### config.mk
export PLATFORM = sky130hd
export DESIGN_NAME = pll_lock_supervisor
export DESIGN_NICKNAME = d
export VERILOG_FILES = /design/src/rtl/pll_sup_pkg.sv /design/src/rtl/sync_2ff.sv /design/src/rtl/pll_lock_supervisor.sv
export SDC_FILE = /design/constraint.sdc
export NUM_CORES = 1
export LEC_CHECK = 0
export ABC_AREA = 1
export BUFFER_PORTS_ARGS = -buffer_cell sky130_fd_sc_hd__clkbuf_2
export CAP_MARGIN = 20
export CORE_ASPECT_RATIO = 1.25
export CORE_MARGIN = 3
export CORE_UTILIZATION = 45
export CTS_BUF_LIST = sky130_fd_sc_hd__clkbuf_8
export DETAILED_ROUTE_END_ITERATION = 12
export GPL_ROUTABILITY_DRIVEN = 0
export SLEW_MARGIN = 10
export SYNTH_ARGS = -nofsm -noshare
export SYNTH_HDL_FRONTEND = slang
export SYNTH_SLANG_ARGS = --single-unit
export TNS_END_PERCENT = 5
### constraint.sdc
create_clock -name clkin1 -period 4.6 [get_ports clkin1]
set_input_delay 0.69 -clock clkin1 [delete_from_list [all_inputs] [get_ports clkin1]]
set_output_delay 0.69 -clock clkin1 [all_outputs]
set_load 0.02 [all_outputs]
### src/rtl/pll_sup_pkg.sv
// Shared types and constants for the PLL lock supervisor.
package pll_sup_pkg;

  typedef enum logic [2:0] {
    RESET_PLL,
    WAIT_LOCK,
    STABLE,
    RUN,
    FAIL
  } pll_state_e;

  localparam logic [7:0] LOSS_SAT = 8'd255;

endpackage

### src/rtl/sync_2ff.sv
// Two-flop synchronizer for a single asynchronous status bit.
module sync_2ff #(
  parameter logic RST_VAL = 1'b0
) (
  input  logic clk,
  input  logic rst,
  input  logic d,
  output logic q
);

  logic [1:0] sync_q;

  always_ff @(posedge clk) begin
    if (rst) sync_q <= {2{RST_VAL}};
    else     sync_q <= {sync_q[0], d};
  end

  assign q = sync_q[1];

endmodule

### src/rtl/pll_lock_supervisor.sv
// Sequences PLL reset/lock from the reference clock and gates user reset on stable lock.
module pll_lock_supervisor
  import pll_sup_pkg::*;
#(
  parameter int unsigned RST_PULSE_CYC    = 16,
  parameter int unsigned LOCK_TIMEOUT_CYC = 50000,
  parameter int unsigned LOCK_STABLE_CYC  = 1024,
  parameter int unsigned MAX_RETRY        = 7,
  parameter int unsigned CNT_W            = 20
) (
  input  logic       clkin1,
  input  logic       rst,
  input  logic       pll_lock,
  input  logic       restart,
  output logic       pll_rst,
  output logic       sys_rst_n,
  output logic       locked_ok,
  output logic       fail,
  output logic [3:0] retry_cnt,
  output logic [7:0] lock_loss_cnt
);

  localparam logic [CNT_W-1:0] RST_LAST    = CNT_W'(RST_PULSE_CYC - 1);
  localparam logic [CNT_W-1:0] TIMEOUT_LAST = CNT_W'(LOCK_TIMEOUT_CYC - 1);
  localparam logic [CNT_W-1:0] STABLE_LAST = CNT_W'(LOCK_STABLE_CYC - 1);
  localparam logic [3:0]       RETRY_LAST  = 4'(MAX_RETRY);

  pll_state_e       state_q, state_d;
  logic [CNT_W-1:0] cnt_q, cnt_d;
  logic [3:0]       retry_q, retry_d;
  logic [7:0]       loss_q, loss_d;
  logic             lock_s;

  sync_2ff #(.RST_VAL(1'b0)) u_lock_sync (
    .clk (clkin1),
    .rst (rst),
    .d   (pll_lock),
    .q   (lock_s)
  );

  always_comb begin
    state_d = state_q;
    cnt_d   = cnt_q;
    retry_d = retry_q;
    loss_d  = loss_q;

    case (state_q)
      RESET_PLL: begin
        if (cnt_q == RST_LAST) begin
          state_d = WAIT_LOCK;
          cnt_d   = '0;
        end else begin
          cnt_d = cnt_q + 1'b1;
        end
      end
      WAIT_LOCK: begin
        if (lock_s) begin
          state_d = STABLE;
          cnt_d   = '0;
        end else if (cnt_q == TIMEOUT_LAST) begin
          cnt_d = '0;
          if (retry_q == RETRY_LAST) begin
            state_d = FAIL;
          end else begin
            state_d = RESET_PLL;
            retry_d = retry_q + 4'd1;
          end
        end else begin
          cnt_d = cnt_q + 1'b1;
        end
      end
      STABLE: begin
        // A drop here is treated as lock settling, not a failed attempt.
        if (!lock_s) begin
          state_d = WAIT_LOCK;
          cnt_d   = '0;
        end else if (cnt_q == STABLE_LAST) begin
          state_d = RUN;
          cnt_d   = '0;
        end else begin
          cnt_d = cnt_q + 1'b1;
        end
      end
      RUN: begin
        if (!lock_s) begin
          state_d = RESET_PLL;
          cnt_d   = '0;
          if (loss_q != LOSS_SAT) loss_d = loss_q + 8'd1;
        end
      end
      FAIL: begin
        state_d = FAIL;
      end
      default: begin
        state_d = RESET_PLL;
        cnt_d   = '0;
      end
    endcase

    // Restart overrides the transition but keeps any loss counted above.
    if (restart) begin
      state_d = RESET_PLL;
      cnt_d   = '0;
      retry_d = '0;
    end

    if (state_d == RUN) retry_d = '0;
  end

  always_ff @(posedge clkin1) begin
    if (rst) begin
      state_q   <= RESET_PLL;
      cnt_q     <= '0;
      retry_q   <= '0;
      loss_q    <= '0;
      pll_rst   <= 1'b1;
      sys_rst_n <= 1'b0;
      locked_ok <= 1'b0;
      fail      <= 1'b0;
    end else begin
      state_q   <= state_d;
      cnt_q     <= cnt_d;
      retry_q   <= retry_d;
      loss_q    <= loss_d;
      pll_rst   <= (state_d == RESET_PLL) || (state_d == FAIL);
      sys_rst_n <= (state_d == RUN);
      locked_ok <= (state_d == RUN);
      fail      <= (state_d == FAIL);
    end
  end

  assign retry_cnt     = retry_q;
  assign lock_loss_cnt = loss_q;

endmodule

-- After elaboration in Yosys (flattened, before gate mapping)
Index checks and enable logic that the tools add are counted.
- flip-flop bits (word level): 40
- input bits: 4
- logic and storage cells: 50
- $add $sub $neg: 3
- equality and inequality tests: 12
- multiplexer cells: 16
- bitwise operators: 3
- reductions and logical operators: 8
- operators with widths (operator ; count):
    $mux W20 ; 6
    $pmux W20 S5 ; 1
    $mux W3 ; 8
    $add A20 B1 Y20 const B ; 1
    $eq A20 B10 Y1 const B ; 1
    $eq A20 B16 Y1 const B ; 1
    $eq A20 B4 Y1 const B ; 1
    $pmux W3 S5 ; 1
    $eq A3 B2 Y1 const B ; 3
    $add A8 B1 Y8 const B ; 1
    $ne A8 B8 Y1 const B ; 1
    $eq A3 B3 Y1 const B ; 2
    $logic_not A3 Y1 ; 2
    $add A4 B1 Y4 const B ; 1
    $eq A4 B3 Y1 const B ; 1
    $reduce_and A4 Y1 ; 1
    $eq A3 B1 Y1 const B ; 1
    $not A1 Y1 ; 3
    $reduce_and A3 Y1 ; 1
    $reduce_or A3 Y1 ; 1
    $ne A2 B2 Y1 const B ; 1
    $reduce_and A2 Y1 ; 1
    $reduce_or A2 Y1 ; 1
    $logic_or A1 B1 Y1 ; 1

-- Logic depth before layout (Yosys ltp)
Gate-level depths: netlist of run 1.
- depth after elaboration: 8
- gate-level depth with buffers: 11
- mapped depth without buffers: 11

-- Modules after synthesis
Synthesis of run 1 repeated with hierarchy kept, for this count alone.
- cells, all modules: 334
- area total of the unflattened synthesis: 2311.0 µm²
- modules (own cells, without submodules) (module ; instances ; cells each ; area each (µm²) ; seq. area each (µm²)):
    pll_lock_supervisor ; 1 ; 328 ; 2255.9 ; 760.7
    sync_2ff ; 1 ; 6 ; 55.1 ; 40.0

-- Worst setup path before layout of run 1
OpenSTA, ideal clock, no wires.
- kind: reg2reg
- from: register loss_q[0], in the netlist lock_loss_cnt[0]
- to: register loss_q[0], in the netlist lock_loss_cnt[0]
- setup time: 0.132 ns
- arrival: 1.505 ns
- required time: 4.468 ns
- path slack: 2.963 ns
- stages on the path, launching flop included: 9
- clock period less this slack: 1.637 ns
- cells stage by stage: dfxtp_1 > ha_1 > inv_1 > nor3_1 > nand4_1 > nand2_1 > inv_1 > o21ai_0 > a21oi_1
- longest elaborated chain between the ends: 2
- elaborated cells between the ends (all ways): 3
- RTL lines (item ; line ; RTL):
    start: declaration ; pll_lock_supervisor.sv:31 ; logic [7:0] loss_q, loss_d;
    start signal: assignment ; pll_lock_supervisor.sv:124 ; loss_q <= loss_d;
    branches (longest 2 deep; another with $add A8 B1 Y8) ; - ;
Several ways; the timed one is not identified.
A chain may end at the register's enable or synchronous reset.

-- Final worst setup path of run 1
- from: register cnt_q[0]
- to: register cnt_q[18]
- longest elaborated chain between the ends: 4
- elaborated cells between the ends (all ways): 10
- RTL lines (item ; line ; RTL):
    start: declaration ; pll_lock_supervisor.sv:29 ; logic [CNT_W-1:0] cnt_q, cnt_d;
    start signal: assignment ; pll_lock_supervisor.sv:122 ; cnt_q <= cnt_d;
    $add A20 B1 Y20, or another cell as far along ; pll_lock_supervisor.sv:53, pll_lock_supervisor.sv:69, pll_lock_supervisor.sv:81 ;
    $mux W20 (on tied branches) ; pll_lock_supervisor.sv:77, pll_lock_supervisor.sv:60 ;
    $mux W20 (on tied branches) ; pll_lock_supervisor.sv:74, pll_lock_supervisor.sv:57 ;
    $pmux W20 S5 * ; pll_lock_supervisor.sv:47 ; case (state_q)
Every way passes the cells marked *; elsewhere a longest branch is shown, timed or not.

==> metrics.txt, run 1 <==
outcome=finished, final reports clean; Syn Area/Cell=6.79 µm²; Cells after DPL=about 390; Finish-stage setup viols=0; Ys Warns=0; DRT iter0 DRCs=112; Synth Area in Simple Gates=39.1%; Tot GR Track Use=17.4%; Worst-path clk slew=approximately 80 ps; fin area=0.00238 mm²; Critical Path Start Type=register; HP Class=reg2reg; # Post-CTS Setup Buffers=0; Mapped Cells=314; min cycle time layout=1880 ps; PD cells=269 mW/mm²; Avg WL per Cell=11.2 µm; Die Y=83.0 µm; Crit. End Element=register; Post-Synth XOR/XNOR Area=3.70%; # DRC=0; synth top area cells=dfxtp_1 38%, nand2_1 12%, nor2_1 10%; Adder-Cell Fraction of Synth Area=1.76%; post-synth top area share=37.5%; Synth Flop Type=dfxtp_1; Final Non-Filler Cells=395; die area=approximately 0.0056 mm²; core area=0.00449 mm²; FF-to-FF setup slack=2720 ps; Critical Path Fanout Max=5; clock latency on the worst-skew pair=just under 300 ps; via/cell ratio=roughly 4.9; Mapped Nets=321; initial antenna violation count=0; via count of the first global-routing pass=1787; fin crit share=41.0%; Max Cap Viol=0; Worst VDD drop=147 µV; root buffer cell=clkbuf_8; TritonCTS Buffers=5; largest area contributor in the netlist=dfxtp_1; top cells by count, synth=67 x nand2_1, 58 x nor2_1, 43 x inv_1; number of flops mapped to enable cells by yosys=0; Max Buffers Root-to-Sink=2; FMAX=roughly 530 MHz; Post-Syn Area=roughly 0.0021 mm²; Hold Fails Final Rpt=0; Via Count=1933; Slew HR=55.3%; CP Class=reg2reg; post_cts resized=0; Initial Util=between 40% and 50%; Synth Register Bits=40; largest family of logic cells by synthesized area=simple AND/OR/NAND/NOR gates; CTS Hold Bufs=0; pre-CTS WS=2650 ps; multi-input logic area=0.00113 mm²; Yosys cell types=36; layout cells sized above 1=a little over an eighth; register area=around 800 µm²; input/output buffers=19; sequential-to-total area share from yosys stat=37.5%; final setup TNS=0 ps; Synth Area in Compound Gates=8.56%; Clock Skews=4.98 ps; I/O pins=20; clock sinks=40; H-tree Lvls=2; nets@finish=343; drt first pass iters=4; Area after DPL=0.00227 mm²; std cell rows=27; post-detailed-route count of antenna-violating nets=0; area grow syn2layout=11.6%; Tightest Pin Transition=668 ps; largest net degree at the start of global routing=14; Slew Viols, Final=0; antenna fix cells=0; remaining global-route overflow=0; global-route wire length before repair=between 7 and 8 mm; CTS tree=yes; leak pwr=0.994 nW; post-DP HPWL=about 3.4 mm; Arr. time, crit path=2070 ps; worst hold slack=412 ps; final core area utilization=between 50% and 60%; # fillers=~460; chip width=67.6 µm; Critical Path RT=~4800 ps; Post-Route WL=4.41 mm; RSZ-0062 raised after global routing=no; top-count cell post-synth=nand2_1; mux share of post-synthesis cell area=0%; Power Total=0.640 mW; post-route setup slack=2720 ps; asr flop ratio synth=0%
-- report_power, final --
group	total, mW	internal [mW]	switching (mW)
sequential	0.349	0.348	0.00157
clock	0.278	0.159	0.119
combinational	0.0131	0.00425	0.00887
-- layout make-up --
cell class	instances	share of cell area, %
Inverter	46	7.25
Timing Repair Buffer	19	3.99
Multi-Input combinational cell	224	47.6
Clock buffer	5	2.89
Sequential cell	40	33.6
Tap cell	58	3.05
Clock inverter	3	1.63
-- cell families (layout without fill, tap and decap cells) --
logic type	Yosys count	after routing
buffers and inverters	50	73
adders and majority gates	3	3
AOI/OAI and AO/OA	32	32
DFF	40	40
and+or+nand+nor	180	180
xor gates and xnor gates	9	9
-- final timing paths --
| path | from | to | cells past startpoint |
|---|---|---|---|
| worst max register to register | cnt_q[0] | cnt_q[18] | 8 |
| worst min register to register | u_lock_sync.sync_q[0] | u_lock_sync.sync_q[1] | 2 |
| worst max-delay path | cnt_q[0] | cnt_q[18] | 8 |
| worst min-delay path | u_lock_sync.sync_q[0] | u_lock_sync.sync_q[1] | 2 |
-- critical path: stages (launching register included) --
cell and delay [ps]:
dfxtp_1 410, ha_1 220, nand3_1 160, nor3_2 200, nand2_1 130, nor4_1 420
nand2_1 110, nand3_1 90, nor2_1 50
-- cells in the final DEF, fill, tap and decap left out, types with 2 or more instances in the layout --
cell	synthesis	layout
a31oi_1	2	2
nand2_2	2	2
a21oi_1	13	13
xor2_1	8	8
nor2_1	58	58
inv_1	43	44
nor3_2	3	3
o21ai_1	3	3
nand2_4	2	2
clkbuf_8	0	5
nand3_1	20	20
nor4_1	3	3
nor2_4	2	2
nand4_1	9	9
nor2_2	4	4
o211ai_1	2	2
nor3_1	6	6
dfxtp_1	40	40
inv_2	2	2
clkbuf_2	0	19
ha_1	3	3
nand2_1	67	67
o22ai_1	2	2
o21ai_0	6	6
-- per-layer routing --
metal	global-route usage, %	routed length (µm)	vias to the layer above	part of all wire [%]
met1	21.9	2110	852	48
li1	-	-	1051	-
met5	0	0	-	0
met4	7.01	90	0	2.0
met3	3.92	118	8	2.7
met2	27.8	2090	22	47
-- state kept, by name, summed over array words and instances (netlist names) --
| register | cells |
|---|---|
| cnt_q | 20 |
| fail | 1 |
| lock_loss_cnt | 8 |
| locked_ok | 1 |
| pll_rst | 1 |
| retry_cnt | 4 |
| state_q | 3 |
| u_lock_sync.sync_q | 2 |
Power figures use the tool's default switching activity.
==> run 2: changes to the inputs <==
- clock period: 4.6 -> 2 ns (I/O delays scaled with it)
==> run 2 against run 1 <==
Clock power is 130% higher. Clock skew is essentially flat. Sequential cell count is the same. Global-route usage shrank 0.39 points. Register-to-register slack lost 2500 ps. Sequential power increased by 130%. Critical endpoint is now lock_loss_cnt[0]. Largest power group unchanged. Fmax up 6.9%. Routed wire length decreased by 0.43%. Total power is 130% higher. First-iteration DRC count fell by 21%.
==> metrics.txt, run 2 (same netlist as run 1, synthesis figures left out) <==
crit path cell chain=ha_1 > inv_1 > nor3_1 > nand4_1 > nand2_1 > inv_1 > o21ai_0 > a21oi_1; H-tree Lvls=2 (unchanged); Finish-stage setup viols=0 (unchanged); post_cts resized=0 (unchanged); PD cells=612 mW/mm² (+130%); Arr. time, crit path=1930 ps (-140 ps); TritonCTS Buffers=5 (unchanged); Slew Viols, Final=0 (unchanged); FMAX=567 MHz (+6.9%); largest net degree at the start of global routing=14 (unchanged); Power Total=1.47 mW (+130%); nets@finish=345 (+0.58%); Tot GR Track Use=17.0% (-0.39 points); clock latency on the worst-skew pair=280 ps (about the same); # Post-CTS Setup Buffers=0 (unchanged); area grow syn2layout=12.3%; outcome=finished, final reports clean; HP Class=in2reg; largest reg by FF count=cnt_q; Avg WL per Cell=11.1 µm (-0.93%); Worst-path clk slew=70 ps (about the same); via/cell ratio=4.93 (+0.78%); Hold Fails Final Rpt=0 (unchanged); post-DP HPWL=3.43 mm (+2.2%); remaining global-route overflow=0 (unchanged); initial antenna violation count=0 (unchanged); core area=0.00449 mm² (unchanged); Die Y=83.0 µm (unchanged); pre-CTS WS=264 ps (-2380 ps); worst hold slack=206 ps (-206 ps); layout cells sized above 1=13.6% (+0.51 points); Post-Route WL=4.39 mm (-0.43%); final core area utilization=53.3% (+0.33 points); largest stage delay on the critical path=400 ps (-20 ps); die area=0.00561 mm² (unchanged); post-route setup slack=237 ps (-2480 ps); input/output buffers=19 (unchanged); max reg flops=20 (unchanged); clock sinks=40 (unchanged); DRT iter0 DRCs=89 (-21%); Via Count=1958 (+1.3%); Critical Path RT=2170 ps (-2610 ps); root buffer cell=clkbuf_8; Crit. End Element=register; Largest delay share family, worst path=simple AND/OR/NAND/NOR gates; CP Class=reg2reg; most common cell after layout, fill and taps aside=nand2_1; min cycle time layout=1760 ps (-121 ps); RSZ-0062 raised after global routing=no; Crit path buffers/inverters=2 (+2); post-detailed-route count of antenna-violating nets=0 (unchanged); via count of the first global-routing pass=1790 (+0.17%); CTS tree=yes; global-route wire length before repair=7.57 mm (-2.5%); Clock Skews=5.10 ps (+0.122 ps); drt first pass iters=4 (unchanged); most used cell, CP=inv_1; CTS Hold Bufs=0 (unchanged); # DRC=0 (unchanged); fin crit share=88.1% (+47 points); final setup TNS=0 ps (unchanged); Slew HR=69.2% (+14 points); Tightest Pin Transition=458 ps (-210 ps); Worst VDD drop=366 µV (+150%); commonest non-fill, non-tap cells in the layout=67 x nand2_1, 58 x nor2_1, 44 x inv_1, 40 x dfxtp_1, 20 x nand3_1; Initial Util=47.5% (unchanged); antenna fix cells=0 (unchanged); Critical Path Start Type=register; std cell rows=27 (unchanged); CP max stage cell=dfxtp_1; leak pwr=1.00 nW (+1.1%); Max Buffers Root-to-Sink=2 (unchanged); Critical Path Fanout Max=7 (+2); chip width=67.6 µm (unchanged); I/O pins=20 (unchanged); Max Cap Viol=0 (unchanged)
==> run 2: changes by cell type in the layout (fill, tap and decap cells not counted), sizes merged <==
cell,before,now
buf,0,2
==> run 2: worst reg2reg max path, cell delays in order, from the launching register on <==
cell and delay, ps:
dfxtp_1 400, ha_1 190, inv_1 70, nor3_1 260, nand4_1 140, nand2_1 200
inv_1 150, o21ai_0 180, a21oi_1 60
==> run 2: worst paths after layout <==
kind,from,end,slack [ps],depth (start not counted)
setup / recovery,lock_loss_cnt[0],lock_loss_cnt[0],240,8
hold / removal,pll_lock,u_lock_sync.sync_q[0],210,3
setup reg to reg,lock_loss_cnt[0],lock_loss_cnt[0],240,8
hold reg to reg,u_lock_sync.sync_q[0],u_lock_sync.sync_q[1],410,2
==> run 2: layer usage <==
layer	track usage [%]	part of all wire, %	up-vias
met4	5.54	1.7	0
met2	28.4	49	22
li1	-	-	1054
met5	0	0	-
met3	4.06	2.5	6
met1	20.7	47	876
==> run 2: power breakdown <==
part	switching, mW	internal (mW)
logic	0.0215	0.0111
clock network	0.266	0.365
registers	0.00355	0.799
==> run 2: metrics by stage <==
step | instance area (µm²) | cells
after floorplan | 2130 | 314
after global placement | 2290 | 389
after detailed placement | 2290 | 389
after CTS | 2400 | 397
after global routing | 2400 | 397
final | 2400 | 397
==> run 2: final cells by class <==
type / instances / area (µm²)
multi-input cells: 224 / 1130
clock buffers: 5 / 68.8
clock inverters: 3 / 38.8
flip-flops and latches: 40 / 801
inverters: 46 / 173
repair buffers: 21 / 110
well taps: 58 / 72.6
fillers: 437 / 2100
==> run 3: changes to the inputs <==
- CORE_ASPECT_RATIO: 1.25 -> not set
- CORE_UTILIZATION: 45 -> 40
- HOLD_SLACK_MARGIN: not set -> 0.15
==> run 3 against run 2 <==
Register-to-register slack improved by 20 ps. Worst setup slack better by 22 ps. Cell count rose by 2.0%. Fmax rose by 1.2%. Count of clock-buffer cells in the layout stayed put. Largest cell class unchanged. Largest power group unchanged.
==> metrics.txt, run 3 (same netlist as run 1, synthesis figures left out) <==
DRT iter0 DRCs=142 (+60%); remaining global-route overflow=0 (unchanged); layout cells sized above 1=13.3% (-0.26 points); RSZ-0062 raised after global routing=no; Avg WL per Cell=10.8 µm (-2.4%); initial antenna violation count=0 (unchanged); Worst-path clk slew=70 ps (about the same); Max Cap Viol=0 (unchanged); fin crit share=87.1% (-1.1 points); die area=0.00625 mm² (+11%); CTS tree=yes; Via Count=1920 (-1.9%); Hold Fails Final Rpt=0 (unchanged); H-tree Lvls=2 (unchanged); Power Total=1.48 mW (+0.80%); input/output buffers=19 (unchanged); reg-to-reg startpoint=lock_loss_cnt[0]; std cell rows=25 (-7.4%); Arr. time, crit path=1910 ps (-20 ps); post-detailed-route count of antenna-violating nets=0 (unchanged); post-route setup slack=259 ps (+21.7 ps); antenna fix cells=0 (unchanged); pre-CTS WS=273 ps (+8.94 ps); Post-Route WL=4.37 mm (-0.48%); Critical Path RT=2170 ps (about the same); via count of the first global-routing pass=1829 (+2.2%); final setup TNS=0 ps (unchanged); Finish-stage setup viols=0 (unchanged); Max Buffers Root-to-Sink=2 (unchanged); leak pwr=1.00 nW (-0.54%); core area=0.00494 mm² (+10%); clock sinks=40 (unchanged); Slew Viols, Final=0 (unchanged); # Post-CTS Setup Buffers=0 (unchanged); most common cell after layout, fill and taps aside=nand2_1; I/O pins=20 (unchanged); global-route wire length before repair=8.27 mm (+9.2%); via/cell ratio=4.74 (-3.9%); worst hold slack=203 ps (-2.90 ps); CP Class=reg2reg; HP Class=in2reg; Critical Path Fanout Max=7 (unchanged); commonest non-fill, non-tap cells in the layout=67 x nand2_1, 58 x nor2_1, 44 x inv_1, 40 x dfxtp_1, 20 x nand3_1; root buffer cell=clkbuf_8; Critical Path Start Type=register; chip width=79.0 µm (+17%); Cells after DPL=397 (+2.1%); largest net degree at the start of global routing=14 (unchanged); Die Y=79.0 µm (-4.8%); hold path startpoint=pll_lock; # DRC=0 (unchanged); Tightest Pin Transition=360 ps (-97.7 ps); nets@finish=344 (-0.29%); drt first pass iters=4 (unchanged); max reg flops=20 (unchanged); PD cells=616 mW/mm² (+0.64%); TritonCTS Buffers=5 (unchanged); Worst VDD drop=297 µV (-19%); Crit. End Element=register; Clock Skews=11.1 ps (+6.02 ps); Initial Util=43.2% (-4.3 points); CTS Hold Bufs=0 (unchanged); Tot GR Track Use=16.5% (-0.50 points); outcome=finished, final reports clean; largest reg by FF count=cnt_q; area grow syn2layout=12.5%; clock latency on the worst-skew pair=290 ps (about the same); Slew HR=75.8% (+6.6 points); min cycle time layout=1740 ps (-21.7 ps); FMAX=574 MHz (+1.2%); Critical Path Start=lock_loss_cnt[0]; post-DP HPWL=3.35 mm (-2.3%); Final Non-Filler Cells=405 (+2.0%); post_cts resized=0 (unchanged)
run 3: cell count changes in the layout (fill, tap and decap cells not counted):
cell,delta
buf_4,-1
run 3: metal layers:
| metal | GRT usage [%] | wire length (µm) |
|---|---|---|
| met5 | 0 | 0 |
| met4 | 4.64 | 42 |
| met3 | 3.63 | 305 |
| met2 | 24.7 | 1760 |
| met1 | 23.6 | 2260 |
run 3: stage by stage:
stage | util (%) | cell area (µm²)
floorplan | - | 2130
global placement | 46.4 | 2290
detailed placement | 46.4 | 2290
CTS | 48.6 | 2400
global route | 48.6 | 2400
finish | 48.6 | 2400
run 3: power breakdown:
| part | internal [mW] | leakage, nW | switching (mW) |
|---|---|---|---|
| registers | 0.799 | 0.323 | 0.00348 |
| logic | 0.0111 | 0.617 | 0.0213 |
| clock network | 0.365 | 0.0593 | 0.278 |
| total | 1.18 | 1.00 | 0.302 |
run 3: layout make-up:
cell class / instances / area, µm²
clock buffers: 5 / 68.8
fillers: 518 / 2540
well taps: 67 / 83.8
inverters: 46 / 173
flip-flops and latches: 40 / 801
clock inverters: 3 / 38.8
multi-input cells: 224 / 1130
repair buffers: 20 / 103
run 3: worst max-delay path, cell delays in order, from the launching register on:
cell,delay (ps)
dfxtp_1,400
ha_1,200
inv_1,70
nor3_1,250
nand4_1,130
nand2_1,200
inv_1,160
o21ai_0,180
a21oi_1,50
run 3: path summary, 6_finish.rpt:
check	cells after the start	slack, ps	endpoint
worst max-delay path	8	260	lock_loss_cnt[0]
worst min-delay path	3	200	u_lock_sync.sync_q[0]
worst max register to register	8	260	lock_loss_cnt[0]
worst min register to register	2	400	u_lock_sync.sync_q[1]
